## src/rtl/fetch_pair_unit.sv

```systemverilog
// -----------------------------------------------------------------------------
// fetch_pair_unit
//
// Front-end fetch stage sitting directly upstream of the dual-entry
// instruction FIFO. Holds the fetch PC, issues one aligned 64-bit request at a
// time to the I-cache, and splits each response into one or two
// {instruction, PC} writes on the FIFO's two write ports. Redirects discard
// any in-flight response; fifo_full only blocks new requests.
//
// Ports:
//   clk, rst                  clock, synchronous active-high reset
//   redirect_en, redirect_pc  branch/exception redirect and its target PC
//   fifo_full                 FIFO full flag, suppresses new requests
//   inst_req, inst_addr       I-cache request valid / 8-byte aligned address
//   inst_addr_ok              cache accepted the request this cycle
//   inst_data_ok, inst_rdata  response valid / 64-bit response data
//   write_en1/2, write_data1/2, write_address1/2
//                             FIFO write ports (port 2 only with port 1)
//   fetch_pc                  current fetch PC (debug)
//
// Optional build macro: FETCH_PERF_COUNTERS_EN
//   When defined, adds internal 64-bit counters req_count_q (accepted
//   requests) and drop_count_q (discarded responses). No ports are added.
// -----------------------------------------------------------------------------
module fetch_pair_unit #(
  parameter logic [31:0] RESET_PC = 32'hBFC0_0000
) (
  input  logic        clk,
  input  logic        rst,
  input  logic        redirect_en,
  input  logic [31:0] redirect_pc,
  input  logic        fifo_full,
  output logic        inst_req,
  output logic [31:0] inst_addr,
  input  logic        inst_addr_ok,
  input  logic        inst_data_ok,
  input  logic [63:0] inst_rdata,
  output logic        write_en1,
  output logic [31:0] write_data1,
  output logic [31:0] write_address1,
  output logic        write_en2,
  output logic [31:0] write_data2,
  output logic [31:0] write_address2,
  output logic [31:0] fetch_pc
);

  typedef enum logic [1:0] {
    S_IDLE = 2'd0,
    S_WAIT = 2'd1,
    S_DROP = 2'd2
  } state_t;

  state_t      state_q, state_d;
  logic [31:0] pc_q, pc_d;
  logic [31:0] req_pc_q, req_pc_d;

  assign inst_addr = {pc_q[31:3], 3'b000};
  assign fetch_pc  = pc_q;

  always_comb begin
    state_d        = state_q;
    pc_d           = pc_q;
    req_pc_d       = req_pc_q;
    write_en1      = 1'b0;
    write_data1    = 32'd0;
    write_address1 = 32'd0;
    write_en2      = 1'b0;
    write_data2    = 32'd0;
    write_address2 = 32'd0;

    inst_req = (state_q == S_IDLE) && !fifo_full && !redirect_en && !rst;

    // Redirect retargets the PC regardless of state; the state transitions
    // below decide what happens to any outstanding response.
    if (redirect_en) begin
      pc_d = redirect_pc;
    end

    case (state_q)
      S_IDLE: begin
        if (inst_req && inst_addr_ok) begin
          req_pc_d = pc_q;
          state_d  = S_WAIT;
        end
      end
      S_WAIT: begin
        if (redirect_en) begin
          // A response arriving with the redirect is simply dropped;
          // otherwise remember to discard it when it shows up.
          state_d = inst_data_ok ? S_IDLE : S_DROP;
        end else if (inst_data_ok && !rst) begin
          write_en1      = 1'b1;
          write_address1 = req_pc_q;
          if (!req_pc_q[2]) begin
            // Even word: both halves of the 64-bit line are valid.
            write_data1    = inst_rdata[31:0];
            write_en2      = 1'b1;
            write_data2    = inst_rdata[63:32];
            write_address2 = req_pc_q + 32'd4;
            pc_d           = req_pc_q + 32'd8;
          end else begin
            // Odd word: only the upper half belongs to this fetch.
            write_data1 = inst_rdata[63:32];
            pc_d        = req_pc_q + 32'd4;
          end
          state_d = S_IDLE;
        end
      end
      S_DROP: begin
        if (inst_data_ok) begin
          state_d = S_IDLE;
        end
      end
      default: state_d = S_IDLE;
    endcase
  end

  always_ff @(posedge clk) begin
    if (rst) begin
      state_q  <= S_IDLE;
      pc_q     <= RESET_PC;
      req_pc_q <= 32'd0;
    end else begin
      state_q  <= state_d;
      pc_q     <= pc_d;
      req_pc_q <= req_pc_d;
    end
  end

`ifdef FETCH_PERF_COUNTERS_EN
  logic [63:0] req_count_q, req_count_d;
  logic [63:0] drop_count_q, drop_count_d;

  always_comb begin
    req_count_d  = req_count_q;
    drop_count_d = drop_count_q;
    if (inst_req && inst_addr_ok) begin
      req_count_d = req_count_q + 64'd1;
    end
    if (inst_data_ok && ((state_q == S_DROP) || ((state_q == S_WAIT) && redirect_en))) begin
      drop_count_d = drop_count_q + 64'd1;
    end
  end

  always_ff @(posedge clk) begin
    if (rst) begin
      req_count_q  <= 64'd0;
      drop_count_q <= 64'd0;
    end else begin
      req_count_q  <= req_count_d;
      drop_count_q <= drop_count_d;
    end
  end
`endif

endmodule
```

## config.mk

```make
export PLATFORM = sky130hd
export DESIGN_NAME = fetch_pair_unit
export DESIGN_NICKNAME = d
export VERILOG_FILES = /design/src/rtl/fetch_pair_unit.sv
export SDC_FILE = /design/constraint.sdc
export NUM_CORES = 1
export LEC_CHECK = 0
export CAP_MARGIN = 10
export CELL_PAD_IN_SITES_DETAIL_PLACEMENT = 0
export CELL_PAD_IN_SITES_GLOBAL_PLACEMENT = 2
export CORE_MARGIN = 1.5
export CORE_UTILIZATION = 20
export DETAILED_ROUTE_END_ITERATION = 7
export HOLD_SLACK_MARGIN = 0.08
export PLACE_DENSITY_LB_ADDON = 0.05
export SYNTH_ARGS = -nofsm -noshare
export SYNTH_HDL_FRONTEND = slang
export SYNTH_SLANG_ARGS = --single-unit
export TNS_END_PERCENT = 10
```

## constraint.sdc

```tcl
create_clock -name clk -period 3.2 [get_ports clk]
set_input_delay 0.32 -clock clk [delete_from_list [all_inputs] [get_ports clk]]
set_output_delay 0.32 -clock clk [all_outputs]
set_load 0.01 [all_outputs]
```

# Word level (Yosys, flattened, before mapping)
# Cells that the tools add are included.
# word_totals
regBits	66
latchBits	0
ram_bits	0
romBits	0
input_bits	102
output_inout_bits	195
elab_cells	54
memories	0
# op_classes
n_addsub	2
multipliers	0
div_mod_pow	0
n_lt_le_gt_ge	0
n_eq_ne	5
n_shift	0
n_mux	33
bitwise	0
n_reduce_logical	11
# op_table
operator	count
two-way mux 32 bit	20
adder 32 x 3 -> 32 bit (second input constant)	1
adder 32 x 4 -> 32 bit (second input constant)	1
two-way mux 2 bit	5
two-way mux 1 bit	7
case mux 2 bit (3 select lines)	1
logical AND 1 bit	5
zero test 1 bit	3
!= test 3 bit (second input constant)	1
AND reduction 3 bit	1
== test 2 x 1 -> 1 bit (second input constant)	1
== test 2 bit (second input constant)	1
zero test 2 bit	1
!= test 2 x 1 -> 1 bit (second input constant)	1
!= test 2 bit (second input constant)	1
AND reduction 2 bit	1

# Longest topological paths before layout
# depth
depth_word	7
depth_mapped	7
ltp_nobuf	6

# Worst setup path before layout
# OpenSTA, ideal clock, no wires.
# synth_path
path_kind	input to output
start	in rst
end	out write_data2[22]
arrival_time_ns	1.470
required_time_ns	2.880
setup_slack_ns	1.410
path_stages	6
n_path_buf	1
cell_sequence	nand2b_1 -> nor2_1 -> nand2_2 -> nor2_2 -> clkbuf_1 -> and2_1
# synth_between
elab_chain_cells	5
# synth_rtl
element	line	source
start: declaration	29	input logic rst,
zero test 1 bit	91	end else if (inst_data_ok && !rst) begin
logical AND 1 bit	91	
two-way mux 32 bit	91	
two-way mux 32 bit	87	if (redirect_en) begin
two-way mux 32 bit	79	case (state_q)
end: declaration	42	output logic [31:0] write_data2,
# Every way passes these cells.

# Final worst setup path
# layout_path
start	reg state_q[0]
end	out write_address1[16]
# layout_between
elab_chain_cells	2
# layout_rtl
element	line	source
start: declaration	53	state_t state_q, state_d;
start signal: assignment	124	state_q <= state_d;
== test 2 x 1 -> 1 bit	79	
two-way mux 32 bit	79	
end: declaration	40	output logic [31:0] write_address1,
# Every way passes these cells.

==> results.cfg <==
[timing]
final-setup-viol-count = 0
finalHoldViolCount = 0
max_freq_mhz = 357
slew_headroom_pct = 58.2
finClkSkew_ps = 6.68
fin_crit_ps = 2800
post-route-period-util_pct = 87.5
worst_hold_slack_ps = 431
rsz0062_at_grt = no
worstMarginPinSlew_ps = 626
maxSlewViolCount = 0
setup_tns_ps = 0

[detailed_routing]
drt_iter0_drc = 236
viasPerCell = 4.35
wl_per_cell_um = 18.4
via_count = 5112
drc = 0
dr.pass1.iters = 4
antenna_left = 0
wl_um = 21700

[power]
leakagePower_nw = 2.69
ir_drop_uv = 173
powerDensity_nw_per_um2 = 288

[yosys]
synth_flop_cell = dfxtp_1
syn_area_per_cell_um2 = 7.59
synth_edf_count = 0
synthSimpleGateAreaFrac_pct = 34.6
ys_ff_latch = 66
syn_area_um2 = 4690
synth_top_family_by_area = simple AND/OR/NAND/NOR gates
ys_seq_area_share_pct = 28.2
ys_warn_count = 0
synthTopCellsByArea = dfxtp_1 28%, and2_1 12%, mux2i_1 9.4%
yosysTopAreaCell = dfxtp_1
synth_xor_area_share_pct = 4.48
synth_cell_types = 63
synth_compound_area_share_pct = 11.8
postSynthCellCount = 618
muxShareOfSynthArea_pct = 9.62
synth_fa_ha_area_share_pct = 0.267
synthDominantCellAreaShare_pct = 28.2
async_flop_share_pct = 0

[worst_hold_path]
worstHoldPathType = in2reg
hp-start = redirect_en
holdPathEnd = fetch_pc[6]
hold_path_depth = 3

[worst_setup_path]
endpoint_kind = primary output
r2r-start = req_pc_q[4]
worstPathArrival_ps = 2480
reg2reg_slack_ps = 1100
startpoint_type = register
crit_fanout = 31
path_class = reg2out
cp.required_ps = 2880
r2r-end = fetch_pc[21]
reg2regPathDepth = 6

[floorplan]
die-width_um = 156
ioPinCount = 297
fp.dieH_um = 156
core_um2 = 22800
start_util_pct = 20.5
dieArea_um2 = 24400
rows = 55

[place]
placed_area_um2 = 7670
io_buffers = 293
place_congestion = 0.750
dp_hpwl_um = 16300

[grt]
grt_max_degree = 62
grt_pass1_wl_um = 31900
grtUsageTotal_pct = 17.6
grt_pass1_vias = 5194
grt_overflow_total = 0
antenna_found_initial = 1

[clocking]
clk_pin_slew_ps = 50
numCtsBuffers = 9
post_cts.repair.setup_buffers = 0
root_buffer = clkbuf_16
clockBufferDepth = 2
cts_hold_buf = 0
htree_levels = 3
cts_tree = built
clock_latency_ps = 340
cts.sink_count = 66
cts_resized = 0

[run]
cap_violations = 0

[layout]
final_layout_size_suffix_gt1_share_pct = 6.61
final_nets = 961
area_growth_pct = 69.8
design_area_um2 = 7970

[outcome]
status = completed
[sequential cells by signal (all words and copies together), names as in the netlist]
name and flops:
state_q 2, req_pc_q 32, fetch_pc 32
[kinds of logic (layout without fill, tap and decap cells)]
kind of cell / count (synthesis) / count (layout)
muxes: 45 / 45
and+or+nand+nor: 300 / 300
AOI/OAI and AO/OA: 93 / 93
xor gates and xnor gates: 24 / 24
other: 1 / 4
adders and majority gates: 1 / 1
buffers and inverters: 88 / 330
DFF: 66 / 66
[cells in the mapped netlist (3+ instances only)]
| cell | instances |
|---|---|
| xnor2_1 | 20 |
| nor3b_1 | 5 |
| dfxtp_1 | 66 |
| o21ai_1 | 4 |
| a31oi_1 | 4 |
| nand2b_1 | 3 |
| o22ai_1 | 5 |
| o21ai_0 | 7 |
| mux2i_1 | 44 |
| nor4_2 | 5 |
| nor3_1 | 15 |
| nand3_1 | 7 |
| clkbuf_1 | 21 |
| nand4_1 | 6 |
| buf_1 | 8 |
| or3_1 | 6 |
| buf_4 | 36 |
| inv_1 | 5 |
| a211oi_1 | 9 |
| nor2_1 | 54 |
| a21oi_1 | 50 |
| xor2_1 | 4 |
| and2_1 | 91 |
| a2111oi_0 | 3 |
| nand2_1 | 83 |
| buf_2 | 12 |
[routing by layer]
layer	GRT usage [%]	wire [um]	share of wire, %	vias to the layer above
met2	31.3	10900	50	199
met5	0	0	0	-
met4	4.40	257	1.2	0
met1	20.7	9020	42	2373
li1	-	-	-	2524
met3	4.83	1460	6.7	16
[worst max-delay path by stage]
| stage | from | to | depth (start not counted) |
|---|---|---|---|
| 3_3_place_gp | inst_data_ok | write_data2[31] | 8 |
| 3_5_place_dp | inst_data_ok | write_address1[16] | 8 |
| 2_1_floorplan | rst | write_data2[22] | 6 |
| 6_report | state_q[0] | write_address1[16] | 6 |
| 5_1_grt | state_q[0] | write_address1[27] | 6 |
| 4_1_cts | state_q[0] | write_address1[16] | 6 |
[power by group]
part	internal [mW]	leakage, nW	switching [mW]	total, mW
Clock	0.617	0.140	0.389	1.01
Sequential	0.854	0.540	0.0444	0.898
Combinational	0.241	2.01	0.153	0.394
[cells in the final DEF, fill, tap and decap left out, types with 9 or more instances in the layout]
master | netlist | final
clkdlybuf4s50_1 | 0 | 291
a211oi_1 | 9 | 9
clkbuf_16 | 0 | 9
buf_4 | 36 | 14
dfxtp_1 | 66 | 65
nand2_1 | 83 | 83
nor3_1 | 15 | 15
nor2_1 | 54 | 54
and2_1 | 91 | 91
xnor2_1 | 20 | 20
a21oi_1 | 50 | 50
mux2i_1 | 44 | 44
[through the flow]
step / worst slack [ps] / power (mW) / utilization (%) / std cells
floorplan: 1410 / 1.07 / - / 620
global placement: 496 / 1.31 / 33.6 / 1160
detailed placement: 490 / 1.32 / 33.6 / 1160
CTS: 372 / 2.33 / 34.9 / 1175
global route: 198 / 2.40 / 34.9 / 1175
finish: 401 / 2.30 / 34.9 / 1176
[worst max-delay path, cell delays in order, from the launching register on]
cell and delay (ps):
dfxtp_1 390, nor2b_1 400, nand2_2 180, inv_2 210
buf_12 220, and2_1 180, clkdlybuf4s50_1 540
[area by class of cell]
| class | instances | area [um^2] |
|---|---|---|
| Inverter | 6 | 22.5 |
| Sequential cell | 66 | 1320 |
| Multi-Input combinational cell | 466 | 2870 |
| Clock inverter | 5 | 55.1 |
| Tap cell | 313 | 392 |
| Antenna cell | 1 | 2.50 |
| Clock buffer | 10 | 239 |
| Fill cell | 2481 | 14900 |
| Timing Repair Buffer | 309 | 3070 |
Power figures use the tool's default switching activity.
